===== src/rtl/cam_cmd_sequencer.sv =====
// ============================================================================
// Module   : cam_cmd_sequencer
// Brief    : Single-outstanding command sequencer driving the CAM control lines.
// Revision : 1.0 - initial release
// ============================================================================
`default_nettype none

module cam_cmd_sequencer #(
  parameter int NUM_BITS      = 32,
  parameter int NUM_CELLS     = 16,
  parameter int PULSE_CYCLES  = 5,
  parameter int SETTLE_CYCLES = 10
) (
  input  logic                  clk_48mhz,
  input  logic                  reset,
  input  logic                  cmd_valid,
  output logic                  cmd_ready,
  input  logic [3:0]            cmd_op,
  input  logic [NUM_BITS-1:0]   cmd_data,
  output logic                  rsp_valid,
  input  logic                  rsp_ready,
  output logic [NUM_BITS-1:0]   rsp_data,
  output logic                  rsp_err,
  output logic [NUM_BITS-1:0]   cam_comparand,
  output logic [NUM_BITS-1:0]   cam_mask,
  output logic                  cam_set,
  output logic                  cam_perform_search,
  output logic                  cam_select_first,
  output logic [2*NUM_BITS-1:0] cam_write_lines,
  input  logic [NUM_CELLS-1:0]  cam_tag_wires,
  input  logic [NUM_BITS-1:0]   cam_read_lines
);

  localparam logic [3:0] c_op_set_comp     = 4'h1;
  localparam logic [3:0] c_op_get_comp     = 4'h2;
  localparam logic [3:0] c_op_set_mask     = 4'h3;
  localparam logic [3:0] c_op_get_mask     = 4'h4;
  localparam logic [3:0] c_op_select_first = 4'h5;
  localparam logic [3:0] c_op_get_tags     = 4'h6;
  localparam logic [3:0] c_op_set_high     = 4'h7;
  localparam logic [3:0] c_op_set_low      = 4'h8;
  localparam logic [3:0] c_op_write        = 4'h9;
  localparam logic [3:0] c_op_read         = 4'hA;
  localparam logic [3:0] c_op_search       = 4'hB;

  // Counter runs load..0, so the phase lasts exactly (load + 1) cycles.
  localparam logic [15:0] c_pulse_load  = 16'(PULSE_CYCLES - 1);
  localparam logic [15:0] c_settle_load = 16'(SETTLE_CYCLES - 1);

  typedef enum logic [1:0] {
    S_IDLE   = 2'd0,
    S_PULSE  = 2'd1,
    S_SETTLE = 2'd2,
    S_RESP   = 2'd3
  } state_t;

  state_t                state_q, state_d;
  logic [3:0]            op_q, op_d;
  logic [15:0]           cnt_q, cnt_d;
  logic [NUM_BITS-1:0]   comp_q, comp_d;
  logic [NUM_BITS-1:0]   mask_q, mask_d;
  logic                  set_q, set_d;
  logic                  search_q, search_d;
  logic                  selfirst_q, selfirst_d;
  logic [2*NUM_BITS-1:0] wl_q, wl_d;
  logic                  rsp_valid_q, rsp_valid_d;
  logic                  rsp_err_q, rsp_err_d;
  logic [NUM_BITS-1:0]   rsp_data_q, rsp_data_d;

  logic                  w_accept;
  logic [2*NUM_BITS-1:0] w_rails;

  // Held in reset, nothing may be accepted even though the state reads IDLE.
  assign cmd_ready = (state_q == S_IDLE) && !reset;
  assign w_accept  = cmd_valid && cmd_ready;

  for (genvar gi = 0; gi < NUM_BITS; gi++) begin : g_rails
    assign w_rails[2*gi]   =  comp_q[gi] & mask_q[gi];
    assign w_rails[2*gi+1] = ~comp_q[gi] & mask_q[gi];
  end

  always_comb begin
    state_d     = state_q;
    op_d        = op_q;
    cnt_d       = cnt_q;
    comp_d      = comp_q;
    mask_d      = mask_q;
    set_d       = set_q;
    rsp_valid_d = rsp_valid_q;
    rsp_err_d   = rsp_err_q;
    rsp_data_d  = rsp_data_q;
    search_d    = 1'b0;
    selfirst_d  = 1'b0;
    wl_d        = '0;

    case (state_q)
      S_IDLE: begin
        if (w_accept) begin
          op_d        = cmd_op;
          cnt_d       = '0;
          state_d     = S_RESP;
          rsp_valid_d = 1'b1;
          rsp_err_d   = 1'b0;
          rsp_data_d  = '0;
          case (cmd_op)
            c_op_set_comp: comp_d     = cmd_data;
            c_op_set_mask: mask_d     = cmd_data;
            c_op_set_high: set_d      = 1'b1;
            c_op_set_low:  set_d      = 1'b0;
            c_op_get_comp: rsp_data_d = comp_q;
            c_op_get_mask: rsp_data_d = mask_q;
            c_op_search, c_op_select_first, c_op_write: begin
              state_d     = S_PULSE;
              cnt_d       = c_pulse_load;
              rsp_valid_d = 1'b0;
            end
            c_op_read, c_op_get_tags: begin
              state_d     = S_SETTLE;
              cnt_d       = c_settle_load;
              rsp_valid_d = 1'b0;
            end
            default: rsp_err_d = 1'b1;
          endcase
        end
      end

      S_PULSE: begin
        if (cnt_q == 16'd0) begin
          state_d = S_SETTLE;
          cnt_d   = c_settle_load;
        end else begin
          cnt_d = cnt_q - 16'd1;
        end
      end

      S_SETTLE: begin
        if (cnt_q == 16'd0) begin
          state_d     = S_RESP;
          cnt_d       = '0;
          rsp_valid_d = 1'b1;
          rsp_err_d   = 1'b0;
          rsp_data_d  = '0;
          if (op_q == c_op_read) begin
            rsp_data_d = cam_read_lines;
          end else if (op_q == c_op_get_tags) begin
            rsp_data_d[NUM_CELLS-1:0] = cam_tag_wires;
          end
        end else begin
          cnt_d = cnt_q - 16'd1;
        end
      end

      S_RESP: begin
        if (rsp_ready) begin
          state_d     = S_IDLE;
          cnt_d       = '0;
          rsp_valid_d = 1'b0;
          rsp_err_d   = 1'b0;
          rsp_data_d  = '0;
        end
      end

      default: state_d = S_IDLE;
    endcase

    // Strobes are registered from the next state so they never glitch.
    if (state_d == S_PULSE) begin
      search_d   = (op_d == c_op_search);
      selfirst_d = (op_d == c_op_select_first);
      wl_d       = (op_d == c_op_write) ? w_rails : '0;
    end
  end

  always_ff @(posedge clk_48mhz or posedge reset) begin
    if (reset) begin
      state_q     <= S_IDLE;
      op_q        <= '0;
      cnt_q       <= '0;
      comp_q      <= '0;
      mask_q      <= '0;
      set_q       <= 1'b0;
      search_q    <= 1'b0;
      selfirst_q  <= 1'b0;
      wl_q        <= '0;
      rsp_valid_q <= 1'b0;
      rsp_err_q   <= 1'b0;
      rsp_data_q  <= '0;
    end else begin
      state_q     <= state_d;
      op_q        <= op_d;
      cnt_q       <= cnt_d;
      comp_q      <= comp_d;
      mask_q      <= mask_d;
      set_q       <= set_d;
      search_q    <= search_d;
      selfirst_q  <= selfirst_d;
      wl_q        <= wl_d;
      rsp_valid_q <= rsp_valid_d;
      rsp_err_q   <= rsp_err_d;
      rsp_data_q  <= rsp_data_d;
    end
  end

  assign rsp_valid          = rsp_valid_q;
  assign rsp_err            = rsp_err_q;
  assign rsp_data           = rsp_data_q;
  assign cam_comparand      = comp_q;
  assign cam_mask           = mask_q;
  assign cam_set            = set_q;
  assign cam_perform_search = search_q;
  assign cam_select_first   = selfirst_q;
  assign cam_write_lines    = wl_q;

endmodule

`default_nettype wire


===== config.mk =====
export PLATFORM = sky130hd
export DESIGN_NAME = cam_cmd_sequencer
export DESIGN_NICKNAME = d
export VERILOG_FILES = /design/src/rtl/cam_cmd_sequencer.sv
export SDC_FILE = /design/constraint.sdc
export NUM_CORES = 1
export LEC_CHECK = 0
export ABC_AREA = 0
export ABC_CLOCK_PERIOD_IN_PS = 7300
export CORE_ASPECT_RATIO = 1.75
export CORE_MARGIN = 5
export CORE_UTILIZATION = 43
export CTS_CLUSTER_DIAMETER = 60
export CTS_CLUSTER_SIZE = 8
export DETAILED_ROUTE_END_ITERATION = 16
export GPL_TIMING_DRIVEN = 0
export HOLD_SLACK_MARGIN = 0.12
export PLACE_DENSITY = 0.78
export SLEW_MARGIN = 20
export SYNTH_ARGS = -nofsm -noshare
export SYNTH_HDL_FRONTEND = slang
export SYNTH_SLANG_ARGS = --single-unit

===== constraint.sdc =====
create_clock -name clk_48mhz -period 7.3 [get_ports clk_48mhz]
set_input_delay 2.19 -clock clk_48mhz [delete_from_list [all_inputs] [get_ports clk_48mhz]]
set_output_delay 2.19 -clock clk_48mhz [all_outputs]
set_load 0.1 [all_outputs]

# Word level (Yosys, flattened, before mapping)
# Cells that the tools add are included.
# Widths: inputs -> output; s select.
# word_totals
reg_bits	187
input_bits	88
out_inout_bits	166
wordCells	184
# classes
add_sub_neg	1
n_eq_ne	23
mux	36
bitwise_logic	96
n_reduce_logical	16
# ops
op	n
$mux 64	2
$mux 16	7
$mux 32	3
$pmux 32 s3	1
$and 1x1->1	64
$pmux 16 s4	1
$pmux 32 s2	1
$not 1->1	32
$eq 4x4->1 const B	7
$eq 4x3->1 const B	6
$logic_not 16->1	1
$sub 16x1->16 const B	1
$reduce_or 11->1	1
$mux 1	9
$reduce_and 3->1	3
$eq 4x2->1 const B	2
$mux 2	4
$mux 4	2
$pmux 2 s4	1
$pmux 4 s2	1
$ne 2x2->1 const B	3
$pmux 1 s3	2
$reduce_or 5->1	1
$eq 2x1->1 const B	2
other kinds (13)	15

# Logic depth before layout (Yosys ltp)
# logic_depth
ltp_word	8
depth_mapped	9
ltp_nobuf	6

# Worst setup path before layout
# No wires, ideal clock.
# synth_path
kind	in2out
from	input reset
to	output cmd_ready
t_arrival_ns	3.443
required_ns	5.110
setup_slack_ns	1.667
stages	1
path_buffers	0
path_cell_list	nor2_1
# synth_via
elab_chain_len	2
# synth_rtl
element	line_no	text
start: declaration	15	input logic reset,
$logic_not 1->1 (no line)	-	
$logic_and 1x1->1	74	assign cmd_ready = (state_q == S_IDLE) && !reset;
end: declaration	17	output logic cmd_ready,
# No other way between the ends.

# Worst setup path in the final report
# Same ends and word-level chain as after synthesis.

==> flow_metrics.tcl <==
set metrics [dict create \
    finalClockSkew_ns 0.0104 \
    synth.distinct_cells 57 \
    setup.worst_path.end "cmd_ready" \
    crit_path_end_kind "primary output" \
    hold_class "reg -> reg" \
    r2r_start "state_q[0]$_DFF_PP0_" \
    holdWs_ns 0.508 \
    syn-num-nets 825 \
    drive_gt1_frac 0.149 \
    dieWidth_um 116 \
    htree_levels 4 \
    num_rows 68 \
    crit_start "reset" \
    ys_seq_area_frac 0.553 \
    p_seq_frac 0.511 \
    worst-r2r-cell-count 9 \
    gp_congestion 0.917 \
    synth_edf_count 0 \
    vias_per_cell 5.86 \
    synth_top_area_share 0.553 \
    overflow 0 \
    wire_per_inst_um 23.0 \
    grt_start_max_net_pins 79 \
    leakagePower_nw 5.21 \
    initialDrtViolationCount 746 \
    pwr-share-clk 0.440 \
    vias 7396 \
    drtAntennaViolNets 0 \
    first_pass_iters 5 \
    layout_min_cycle_time_ns 6.32 \
    finalHoldViolCount 0 \
    cts_tree "yes" \
    crit_fanout 6 \
    synth-seq-cells 187 \
    setup_tns_ns 0 \
    netlist_top_cells_area "dfrtp_1 55%, mux2_2 9.0%, nand3_1 4.4%" \
    tightest_slew_ns 1.08 \
    fillers 1665 \
    io_pins 254 \
    rrSetupSlack_ns 4.31 \
    cp_data_arrival_time_ns 4.13 \
    initial_core_util 0.432 \
    cts_hold_buf 0 \
    die_area_sq_mm 0.0227 \
    r2r_end "rsp_data[24]$_DFFE_PP0P_" \
    peakVddDrop_uv 135 \
    avgSynthCellArea_sq_um 11.6 \
    core_sq_mm 0.0196 \
    clockBufferDepth 2 \
    synthesis.area_sq_mm 0.00846 \
    io_buffers 251 \
    path_clk_slew_ns 0.07 \
    antenna_found_initial 1 \
    numCtsBuffers 17 \
    ys.warnings.count 0 \
    final_nets 1097 \
    die_height_um 196 \
    insertion_delay_ns 0.43 \
    timing.final.crit_share 0.865 \
    hpwl_um 21500 \
    powerDensity_mw_per_mm2 170 \
    crit_type "in -> out" \
    setup_viol 0 \
    register_area_sq_mm 0.00468 \
    cp.required_ns 5.11 \
    cap_viol_max_count 0 \
    syn_inst 731 \
    rsz0062_at_grt "false" \
    status "finished, final reports clean" \
    remaining_drc_errors 0 \
    yosysTopAreaCell "dfrtp_1" \
    post_cts.repair.setup_buffers 0 \
    timing.fmax_mhz 158 \
    root_buffer "clkbuf_16" \
    p_sw_mw 0.461 \
    synthFlopType "dfrtp_1" \
    worstSetupStartpointType "input pin" \
    grt_pass1_wl_um 43700 \
    cts.sinks 187 \
    final-max-slew-violation-count 0 \
    grt_pass1_vias 7423 \
    synth_async_sr_flop_share 1.00 \
    finalWirelength_um 29000 \
    power.internal_mw 1.57 \
    swShare 0.227 \
    combPwrFrac 0.049 \
    slew_headroom 0.275 \
    track_usage 0.254 \
    multi_input_area_sq_mm 0.00341 \
    ctsResizeCount 0 \
    area_growth_pct 40.9 \
]
## sequential cells by signal, summed over array words and instances (netlist names)
signal	flops
cam_select_first	1
rsp_valid	1
cam_write_lines	64
cam_perform_search	1
state_q	2
rsp_data	32
cam_set	1
cam_comparand	32
rsp_err	1
cnt_q	16
op_q	4
cam_mask	32
## worst min path at each step
stage                                        from                            end  slack (ns)  cells past startpoint
floorplan                   cnt_q[15]$_DFFE_PP0P_          cnt_q[15]$_DFFE_PP0P_        0.45                      1
global placement                op_q[3]$_DFF_PP0_              op_q[3]$_DFF_PP0_        0.48                      2
detailed placement        rsp_data[7]$_DFFE_PP0P_        rsp_data[7]$_DFFE_PP0P_        0.49                      1
CTS                 cam_comparand[30]$_DFFE_PP0P_  cam_write_lines[61]$_DFF_PP0_        0.51                      1
global route              rsp_data[2]$_DFFE_PP0P_        rsp_data[2]$_DFFE_PP0P_        0.53                      1
finish              cam_comparand[30]$_DFFE_PP0P_  cam_write_lines[61]$_DFF_PP0_        0.51                      1
## layer usage
layer | global-route usage | share of wire | up-vias
met5 | 0 | 0 | -
met4 | 0.125 | 0.047 | 0
met3 | 0.0527 | 0.070 | 80
met2 | 0.452 | 0.53 | 388
met1 | 0.282 | 0.35 | 3673
li1 | - | - | 3255
## synth_stat cells, drive strengths merged, types with 3 or more instances
cell / n
mux2: 83
nor2: 13
a21oi: 4
nor3: 42
buf: 30
inv: 33
nand4: 22
and2: 4
nand3b: 3
nand2: 48
a222oi: 16
o22ai: 6
dfrtp: 187
a41oi: 8
mux2i: 17
nand3: 74
a31oi: 13
o21ai: 9
nor4: 8
nor3b: 3
nor2b: 6
ha: 6
and4: 3
clkbuf: 27
nor4b: 35
a211oi: 3
## cell type report
| type | count | area share |
|---|---|---|
| sequential | 187 | 0.392 |
| timing repair buffer | 253 | 0.215 |
| tap | 245 | 0.0257 |
| buffer | 57 | 0.0220 |
| clock buffer | 20 | 0.0375 |
| clock inverter | 12 | 0.00976 |
| inverter | 33 | 0.0110 |
| multi-input combinational | 454 | 0.286 |
| antenna | 1 | 0.000210 |
## power groups by stage
stage / registers [mW] / logic [mW] / clock network (mW)
2_1_floorplan: 1.06 / 0.0287 / 0
3_3_place_gp: 1.06 / 0.0951 / 0
3_5_place_dp: 1.06 / 0.0998 / 0
4_1_cts: 1.04 / 0.101 / 0.910
5_1_grt: 1.04 / 0.107 / 0.956
6_report: 1.04 / 0.100 / 0.893
## cells in the final DEF (no fill, tap or decap), types with 9 or more instances in the layout
cell type and instances:
nand2_1 48, inv_1 32, clkbuf_1 29, mux2_2 68, nand4_1 22, a31oi_1 12
mux2_4 14, nor4b_1 34, clkdlybuf4s50_1 251, nand3_1 74, nor2_1 13, a222oi_1 16
mux2i_1 17, dfrtp_1 187, buf_2 24, o21ai_0 9, nor3_1 41, clkbuf_16 17
## through the flow
step	setup slack [ns]	util	cells	cell area (sq um)	power [mW]
2_1_floorplan	0.0246	-	731	8460	1.09
3_3_place_gp	-2.56	0.577	1227	11300	1.15
3_5_place_dp	1.01	0.580	1229	11400	1.16
4_1_cts	0.999	0.609	1261	11900	2.05
5_1_grt	0.934	0.609	1262	11900	2.10
6_report	0.983	0.609	1262	11900	2.03
## kinds of logic after synthesis
family          synth area share
buf+inv                   0.0457
flops                      0.553
fa+ha+maj                0.00887
mux                        0.137
xor+xnor                 0.00104
simple gates               0.183
compound gates            0.0716
## critical path, stage by stage
cell             delay [ns]
clkdlybuf4s50_1        0.59
nor2_1                 0.19
clkdlybuf4s50_1        1.15
(Power assumes the default switching activity.)
